==> src/rtl/sum_uart_pkg.sv <==
// Shared types and constants for the adder-sum UART transmitter.
// Frame layout: one start bit, DATA_W data bits LSB first, one stop bit.
package sum_uart_pkg;

    localparam int unsigned DATA_W     = 8;
    localparam int unsigned FRAME_BITS = 10;

    typedef enum logic [1:0] {
        IDLE  = 2'd0,
        START = 2'd1,
        DATA  = 2'd2,
        STOP  = 2'd3
    } uart_state_e;

    // Clock cycles from tx falling to busy falling for a given bit period.
    function automatic int unsigned frame_cycles(input int unsigned clks_per_bit);
        return FRAME_BITS * clks_per_bit;
    endfunction

endpackage

==> src/rtl/sum_uart_tx_core.sv <==
// UART 8N1 serializer: baud counter, shift register and frame FSM.
// A start request in IDLE loads the byte and drives the start bit on the same edge.
module sum_uart_tx_core
    import sum_uart_pkg::*;
#(
    parameter int unsigned CLKS_PER_BIT = 87
) (
    input  logic              clk,
    input  logic              rst_n,
    input  logic [DATA_W-1:0] i_byte,
    input  logic              i_start,
    output logic              o_tx,
    output logic              o_busy
);

    localparam int unsigned           CNT_W    = $clog2(CLKS_PER_BIT);
    localparam int unsigned           IDX_W    = $clog2(DATA_W);
    localparam logic [CNT_W-1:0]      CNT_LAST = CNT_W'(CLKS_PER_BIT - 1);
    localparam logic [IDX_W-1:0]      IDX_LAST = IDX_W'(DATA_W - 1);

    uart_state_e       r_state;
    logic [CNT_W-1:0]  r_cnt;
    logic [IDX_W-1:0]  r_idx;
    logic [DATA_W-1:0] r_shift;
    logic              r_tx;
    logic              r_busy;
    logic              w_bit_end;

    assign w_bit_end = (r_cnt == CNT_LAST);

    // Frame FSM; tx always carries the bit of the state just entered.
    always_ff @(posedge clk or negedge rst_n) begin
        if (!rst_n) begin
            r_state <= IDLE;
            r_cnt   <= '0;
            r_idx   <= '0;
            r_shift <= '0;
            r_tx    <= 1'b1;
            r_busy  <= 1'b0;
        end else begin
            case (r_state)
                IDLE: begin
                    r_tx   <= 1'b1;
                    r_busy <= 1'b0;
                    r_cnt  <= '0;
                    r_idx  <= '0;
                    if (i_start) begin
                        r_state <= START;
                        r_shift <= i_byte;
                        r_tx    <= 1'b0;
                        r_busy  <= 1'b1;
                    end
                end
                START: begin
                    if (w_bit_end) begin
                        r_cnt   <= '0;
                        r_idx   <= '0;
                        r_tx    <= r_shift[0];
                        r_shift <= r_shift >> 1;
                        r_state <= DATA;
                    end else begin
                        r_cnt <= r_cnt + CNT_W'(1);
                    end
                end
                DATA: begin
                    if (w_bit_end) begin
                        r_cnt <= '0;
                        if (r_idx == IDX_LAST) begin
                            r_tx    <= 1'b1;
                            r_state <= STOP;
                        end else begin
                            r_idx   <= r_idx + IDX_W'(1);
                            r_tx    <= r_shift[0];
                            r_shift <= r_shift >> 1;
                        end
                    end else begin
                        r_cnt <= r_cnt + CNT_W'(1);
                    end
                end
                STOP: begin
                    if (w_bit_end) begin
                        r_cnt   <= '0;
                        r_busy  <= 1'b0;
                        r_state <= IDLE;
                    end else begin
                        r_cnt <= r_cnt + CNT_W'(1);
                    end
                end
                default: begin
                    r_state <= IDLE;
                    r_tx    <= 1'b1;
                    r_busy  <= 1'b0;
                end
            endcase
        end
    end

    assign o_tx   = r_tx;
    assign o_busy = r_busy;

    // Line must idle high and busy must track "not IDLE" exactly.
    a_idle_line_high: assert property (@(posedge clk) disable iff (!rst_n)
        (r_state == IDLE) |-> r_tx);
    a_busy_matches_state: assert property (@(posedge clk) disable iff (!rst_n)
        r_busy == (r_state != IDLE));

endmodule

==> src/rtl/sum_uart_tx.sv <==
// Latches the adder sum on a rising edge of the asynchronous send request
// and transmits it zero-extended as one UART 8N1 byte.
module sum_uart_tx
    import sum_uart_pkg::*;
#(
    parameter int unsigned CLKS_PER_BIT = 87,
    parameter int unsigned SUM_W        = 5
) (
    input  logic             clk,
    input  logic             rst_n,
    input  logic [SUM_W-1:0] sum_in,
    input  logic             send,
    output logic             tx,
    output logic             busy,
    output logic [SUM_W-1:0] latched_sum
);

    logic              r_sync1;
    logic              r_sync2;
    logic              r_sync3;
    logic [SUM_W-1:0]  r_latched;
    logic              w_start_pulse;
    logic              w_busy;
    logic              w_tx;
    logic [DATA_W-1:0] w_byte;

    // Sync flops reset high so a send held through reset is not seen as an edge.
    always_ff @(posedge clk or negedge rst_n) begin
        if (!rst_n) begin
            r_sync1 <= 1'b1;
            r_sync2 <= 1'b1;
            r_sync3 <= 1'b1;
        end else begin
            r_sync1 <= send;
            r_sync2 <= r_sync1;
            r_sync3 <= r_sync2;
        end
    end

    assign w_start_pulse = r_sync2 & ~r_sync3;
    assign w_byte        = DATA_W'(sum_in);

    // Capture only when the core will accept the request, so a dropped pulse leaves it alone.
    always_ff @(posedge clk or negedge rst_n) begin
        if (!rst_n) begin
            r_latched <= '0;
        end else if (w_start_pulse && !w_busy) begin
            r_latched <= sum_in;
        end
    end

    sum_uart_tx_core #(
        .CLKS_PER_BIT (CLKS_PER_BIT)
    ) u_core (
        .clk     (clk),
        .rst_n   (rst_n),
        .i_byte  (w_byte),
        .i_start (w_start_pulse),
        .o_tx    (w_tx),
        .o_busy  (w_busy)
    );

    assign tx          = w_tx;
    assign busy        = w_busy;
    assign latched_sum = r_latched;

endmodule
==> config.mk <==
export PLATFORM = sky130hd
export DESIGN_NAME = sum_uart_tx
export DESIGN_NICKNAME = d
export VERILOG_FILES = /design/src/rtl/sum_uart_pkg.sv /design/src/rtl/sum_uart_tx_core.sv /design/src/rtl/sum_uart_tx.sv
export SDC_FILE = /design/constraint.sdc
export NUM_CORES = 1
export LEC_CHECK = 0
export CORE_UTILIZATION = 50
export DETAILED_ROUTE_END_ITERATION = 12
export GPL_ROUTABILITY_DRIVEN = 0
export GPL_TIMING_DRIVEN = 0
export PLACE_DENSITY_LB_ADDON = 0.15
export REMOVE_ABC_BUFFERS = 1
export SYNTH_ARGS = -nofsm -noshare
export SYNTH_HDL_FRONTEND = slang
export SYNTH_SLANG_ARGS = --single-unit
==> constraint.sdc <==
create_clock -name clk -period 2.9 [get_ports clk]
set_clock_uncertainty 0.15 [all_clocks]
set_input_delay 0.29 -clock clk [delete_from_list [all_inputs] [get_ports clk]]
set_output_delay 0.29 -clock clk [all_outputs]
set_load 0.02 [all_outputs]
* After elaboration in Yosys (flattened, before gate mapping)
Cells that the tools add are included.
Operators by class: add/sub/neg operators 2, equality and inequality tests 11, muxes and demuxes 25, bitwise gates (word level) 2, reduce and logical (&&, ||, !) cells 11
Operator list (number):
- 8-bit two-way mux | 4
- 8-bit one-hot mux with 3 select lines | 1
- 7-bit one-hot mux with 2 select lines | 1
- 2-bit two-way mux | 5
- 5-bit AND reduction | 2
- 3-bit two-way mux | 3
- 3-bit one-hot mux with 3 select lines | 1
- 2-bit by 1-bit inequality test with 1-bit output, second input constant | 4
- 2-bit one-hot mux with 4 select lines | 1
- 7-bit by 1-bit adder with 7-bit output, second input constant | 1
- 7-bit equality test, second input constant | 1
- 7-bit two-way mux | 1
- 1-bit two-way mux | 6
- 2-bit equality test, second input constant | 2
- 2-bit inequality test, second input constant | 2
- 4-bit AND reduction | 1
- 3-bit by 1-bit adder with 3-bit output, second input constant | 1
- 3-bit equality test, second input constant | 1
- 1-bit one-hot mux with 3 select lines | 1
- 3-bit AND reduction | 1
- 3-bit nonzero test | 1
- 3-bit OR reduction | 1
- 2-bit by 1-bit equality test with 1-bit output, second input constant | 1
- 2-bit logical NOT | 1
- other kinds (7) | 7
Word-level totals: register bits 30, input bits 8, output and inout port bits 7, word-level logic and storage cells 61

* Logic depth before layout (Yosys ltp)
word-level depth 4, mapped depth 7, mapped depth without buffers 6

* Cells and area by module
From an unflattened synthesis, not the netlist that was laid out.
Second synthesis, totals: cells, all modules 126, area total of the unflattened synthesis 1565.3 sq um
By module, submodules not included:
- sum_uart_tx_core | instances 1, cells each 110, area an instance 1273.7 sq um
- sum_uart_tx | instances 1, cells each 16, area an instance 291.5 sq um

* Worst setup path after synthesis
Ideal clock, no wire load.
kind register to register, from register u_core.r_state[0], to register u_core.r_shift[0], library setup time 0.125 ns, arrival 1.782 ns, required time 2.625 ns, setup slack 0.844 ns, stages on the path, launching flop included 8, buffers on the path 1, path through dfrtp_1 inv_1 ha_1 buf_2 and3b_1 a21oi_1 a221oi_4 mux2_2
Between the ends: longest elaborated chain between the ends 3
Ends and longest elaborated chain:
- start, declared | RTL line sum_uart_tx_core.sv:21 | uart_state_e r_state;
- start signal, assigned | RTL line sum_uart_tx_core.sv:34 | r_state <= IDLE;
- start signal, assigned | RTL line sum_uart_tx_core.sv:48 | r_state <= START;
- start signal, assigned | RTL line sum_uart_tx_core.sv:60 | r_state <= DATA;
- 2-bit equality test (tied with other cells) | RTL line sum_uart_tx_core.sv:41 | case (r_state)
- 2-bit inequality test (no line) (tied with other cells)
- 5-bit AND reduction (no line)
- end signal, assigned | RTL line sum_uart_tx_core.sv:49 | r_shift <= i_byte;
- end signal, assigned | RTL line sum_uart_tx_core.sv:59 | r_shift <= r_shift >> 1;
- end signal, assigned | RTL line sum_uart_tx_core.sv:74 | r_shift <= r_shift >> 1;
- end, declared | RTL line sum_uart_tx_core.sv:24 | logic [DATA_W-1:0] r_shift;
Parallel ways exist; a longest one is shown, timed or not. A chain may end at the register's enable or synchronous reset.

* Worst setup path after layout
from register u_core.r_state[0], to register u_core.r_shift[1]
The elaborated chain is that of the path after synthesis.

==> metrics.cfg <==
[layout]
drive_gt1_frac = 0.218
area_taken_by_multi_input_logic_gates_sq_um = 694
syn_to_final_growth_pct = 13.5
fill_cells = 229
register_area_sq_um = 681
diodes = 0
final_nets = 152
layoutNonFillerInstCount = 163

[clock_network]
resized_after_cts = 0
clock_sinks = 27
number_of_buffers_created_by_cts = 3
post_cts_setup_buffer_count = 0
clock_tree.htree_level_count = 1
cts_buffer_depth = 2
tritoncts = yes
ctsRootBufferMaster = clkbuf_4
clk_transition_reported_paths_ns = 0.14
cts_hold_buffers = 0
skew_pair_late_insertion_delay_ns = 0.32

[yosys]
avgSynthCellArea_sq_um = 11.8
synth.largest_area_cell = dfrtp_1
ys_top_cells_by_area = dfrtp_1 41%, mux2_2 13%, ha_1 8.9%, dfstp_2 7.5%, nor3_1 2.9%
yosys.cell_count.top_type = dfrtp_1
post-synth-top-area-fraction = 0.410
syn_area_sq_um = 1400
count_of_distinct_cell_types_in_the_synthesized_netlist = 32
netlist_instances = 119
synth_flop_cell = dfrtp_1
count_of_flip_flops_with_a_built_in_enable_after_synthesis = 0
synth.ff_latch_count = 27
synth_sequential_area_ratio = 0.485
yosysWarningCount = 0
synthTopCellsByCount = 23 x dfrtp_1, 16 x mux2_2, 10 x ha_1
synth-async-reset-ratio = 1.00

[routing]
detailroute.via_count = 914
route.met2.wl_um = 1160
dr_wl_met3_um = 77
drt-wirelength-per-cell_um = 14.6
drt-vias-per-instance = 5.61
drc = 0
routed_wirelength_um = 2380
drt_first_pass_iters = 4
top_signal_layer_used = met4
drt_iter0_markers = 14
detail-route-antenna-nets = 0
met1Wirelength_um = 1110

[pwr]
power.density_cell_area_nw_per_um2 = 1000
power.leakage_nw = 0.735
max-vdd-ir-drop_v = 0.000673

[worst_setup_path]
timing.critical_path.to_type = flip-flop
cp_max_fo = 10
timing.critical_path.arrival_ns = 2.33
startpoint_type = flip-flop
critPathMaxStageDelay_ns = 0.44
crit_slowest_cell = dfrtp_1
timing.setup.critical_path_class = flip-flop to flip-flop
path_cells = inv_1, ha_1, and3b_1, a21oi_1, a221oi_4, mux2_2
crit_required_ns = 2.98

[floorplanning]
coreArea_sq_um = 2570
die_height_um = 55.0
die_width_um = 55.0
initial_utilization = 0.546
fp-row-count = 18
pin_count = 15
dieArea_sq_um = 3020

[global_routing]
first_global_vias = 888
grt_antenna_before_repair = 0
grt_pass1_wl_um = 3920
grt_overflow_total = 0
grt_max_degree = 28
grt.total_usage = 0.185

[job]
timing.max_cap.violations = 0

[timing]
max_freq_ghz = 0.443
setup_viol = 0
finalWorstPathRequiredPeriod_ns = 2.26
timing.max_slew.rel_slack = 0.224
fin_crit_sh = 0.778
final_max_slew_viol_count = 0
grt_setup_unrepaired = no
timing_hold_violations_final = 0
fin_setup_tns_ns = 0
worst_margin_slew_ns = 1.16

[placement]
portBuffers = 14
placed_cells = 159
detailedPlacementHpwl_um = 1770

[outcome]
outcome = finished, final reports clean

[min_path]
worst_hold_path_type = primary input to flip-flop

-- power by group --
group / leakage [nW] / switching, mW / total, mW / internal, mW
Combinational: 0.385 / 0.397 / 0.826 / 0.429
Clock: 0.0177 / 0.108 / 0.160 / 0.0518
Sequential: 0.333 / 0.0959 / 0.613 / 0.517
Total: 0.735 / 0.601 / 1.60 / 0.998
-- worst max-delay path, delay by kind of cell, from the launching register on --
kind                       cells  cell delay [ns]
muxes                          1             0.38
adders and majority gates      1             0.33
DFF                            1             0.44
and+or+nand+nor                1             0.27
AOI/OAI and AO/OA              2             0.47
buffers and inverters          1             0.11
-- logic make-up (layout without fill, tap and decap cells) --
kind of cell | count (synthesis) | in the layout | share of synthesized area
AO/OA/AOI/OAI | 15 | 15 | 0.0776
flip-flops | 27 | 27 | 0.485
multiplexers | 18 | 18 | 0.144
AND/OR/NAND/NOR | 37 | 37 | 0.153
XOR/XNOR | 5 | 5 | 0.0312
adder cells (fa/ha/maj) | 10 | 10 | 0.0892
buffers and inverters | 7 | 21 | 0.0196
-- area by class of cell --
type                       count  share of cell area
multi-input combinational     85               0.436
sequential                    27               0.428
timing repair buffer          14              0.0880
tap                           30              0.0236
clock buffer                   3              0.0142
inverter                       3             0.00708
clock inverter                 1             0.00314
-- layout by cell type (no fill, tap or decap) --
master,netlist,layout
nand2b_1,1,1
dfstp_2,4,4
inv_1,3,3
and3_1,2,2
ha_1,10,10
nor2b_1,2,2
nor2_1,4,4
clkdlybuf4s50_1,0,14
a221oi_4,1,1
o211ai_1,2,2
mux2_1,1,1
clkbuf_4,0,3
and4bb_4,1,1
and2_1,2,2
a21oi_1,3,3
or2_2,1,1
nand2_1,7,7
clkinv_2,0,1
xnor2_1,2,2
o21ai_0,5,5
nor3_1,8,8
mux2i_1,1,1
a31oi_1,1,1
dfrtp_1,23,23
nand3b_4,1,1
a21boi_0,2,2
or3b_2,1,1
and3b_1,1,1
o22ai_1,1,1
xor2_1,3,3
nand3_1,6,6
mux2_2,16,16
-- final timing paths --
| path | startpoint | to | slack (ns) | cells after the start |
|---|---|---|---|---|
| setup / recovery | u_core.r_state[0]$_DFFE_PN0P_ | u_core.r_shift[1]$_DFFE_PN0P_ | 0.64 | 6 |
| hold / removal | send | r_sync1$_DFF_PN1_ | 0.20 | 1 |
| setup reg to reg | u_core.r_state[0]$_DFFE_PN0P_ | u_core.r_shift[1]$_DFFE_PN0P_ | 0.64 | 6 |
| hold reg to reg | r_sync1$_DFF_PN1_ | r_sync2$_DFF_PN1_ | 0.21 | 0 |
| max in group asynchronous | rst_n | u_core.r_idx[0]$_DFFE_PN0P_ | 1.50 | 1 |
| min in group asynchronous | rst_n | u_core.r_cnt[2]$_DFF_PN0_ | 0.41 | 1 |
-- registers in the layout, indices dropped and copies added, names as in the netlist --
name / cells
r_sync2: 1
r_sync1: 1
u_core.o_tx: 1
u_core.r_state: 2
latched_sum: 5
r_sync3: 1
u_core.r_cnt: 7
u_core.r_idx: 3
u_core.o_busy: 1
u_core.r_shift: 5
-- layer usage --
layer | track usage | vias up
met5 | 0 | -
met4 | 0.0625 | 0
met3 | 0.0383 | 4
met2 | 0.327 | 14
met1 | 0.223 | 449
li1 | - | 447
-- through the flow --
stage                     area [sq um]  setup WS, ns  hold WS [ns]  utilization  power [mW]
after floorplan                   1390         0.881        -0.156            -        1.21
after global placement            1560         0.720         0.196        0.609        1.42
after detailed placement          1560         0.641         0.197        0.609        1.45
after CTS                         1590         0.603         0.192        0.620        1.62
after global routing              1590         0.470         0.181        0.620        1.72
final                             1590         0.643         0.203        0.620        1.60
Note: power is estimated with default switching activity, not from simulation.
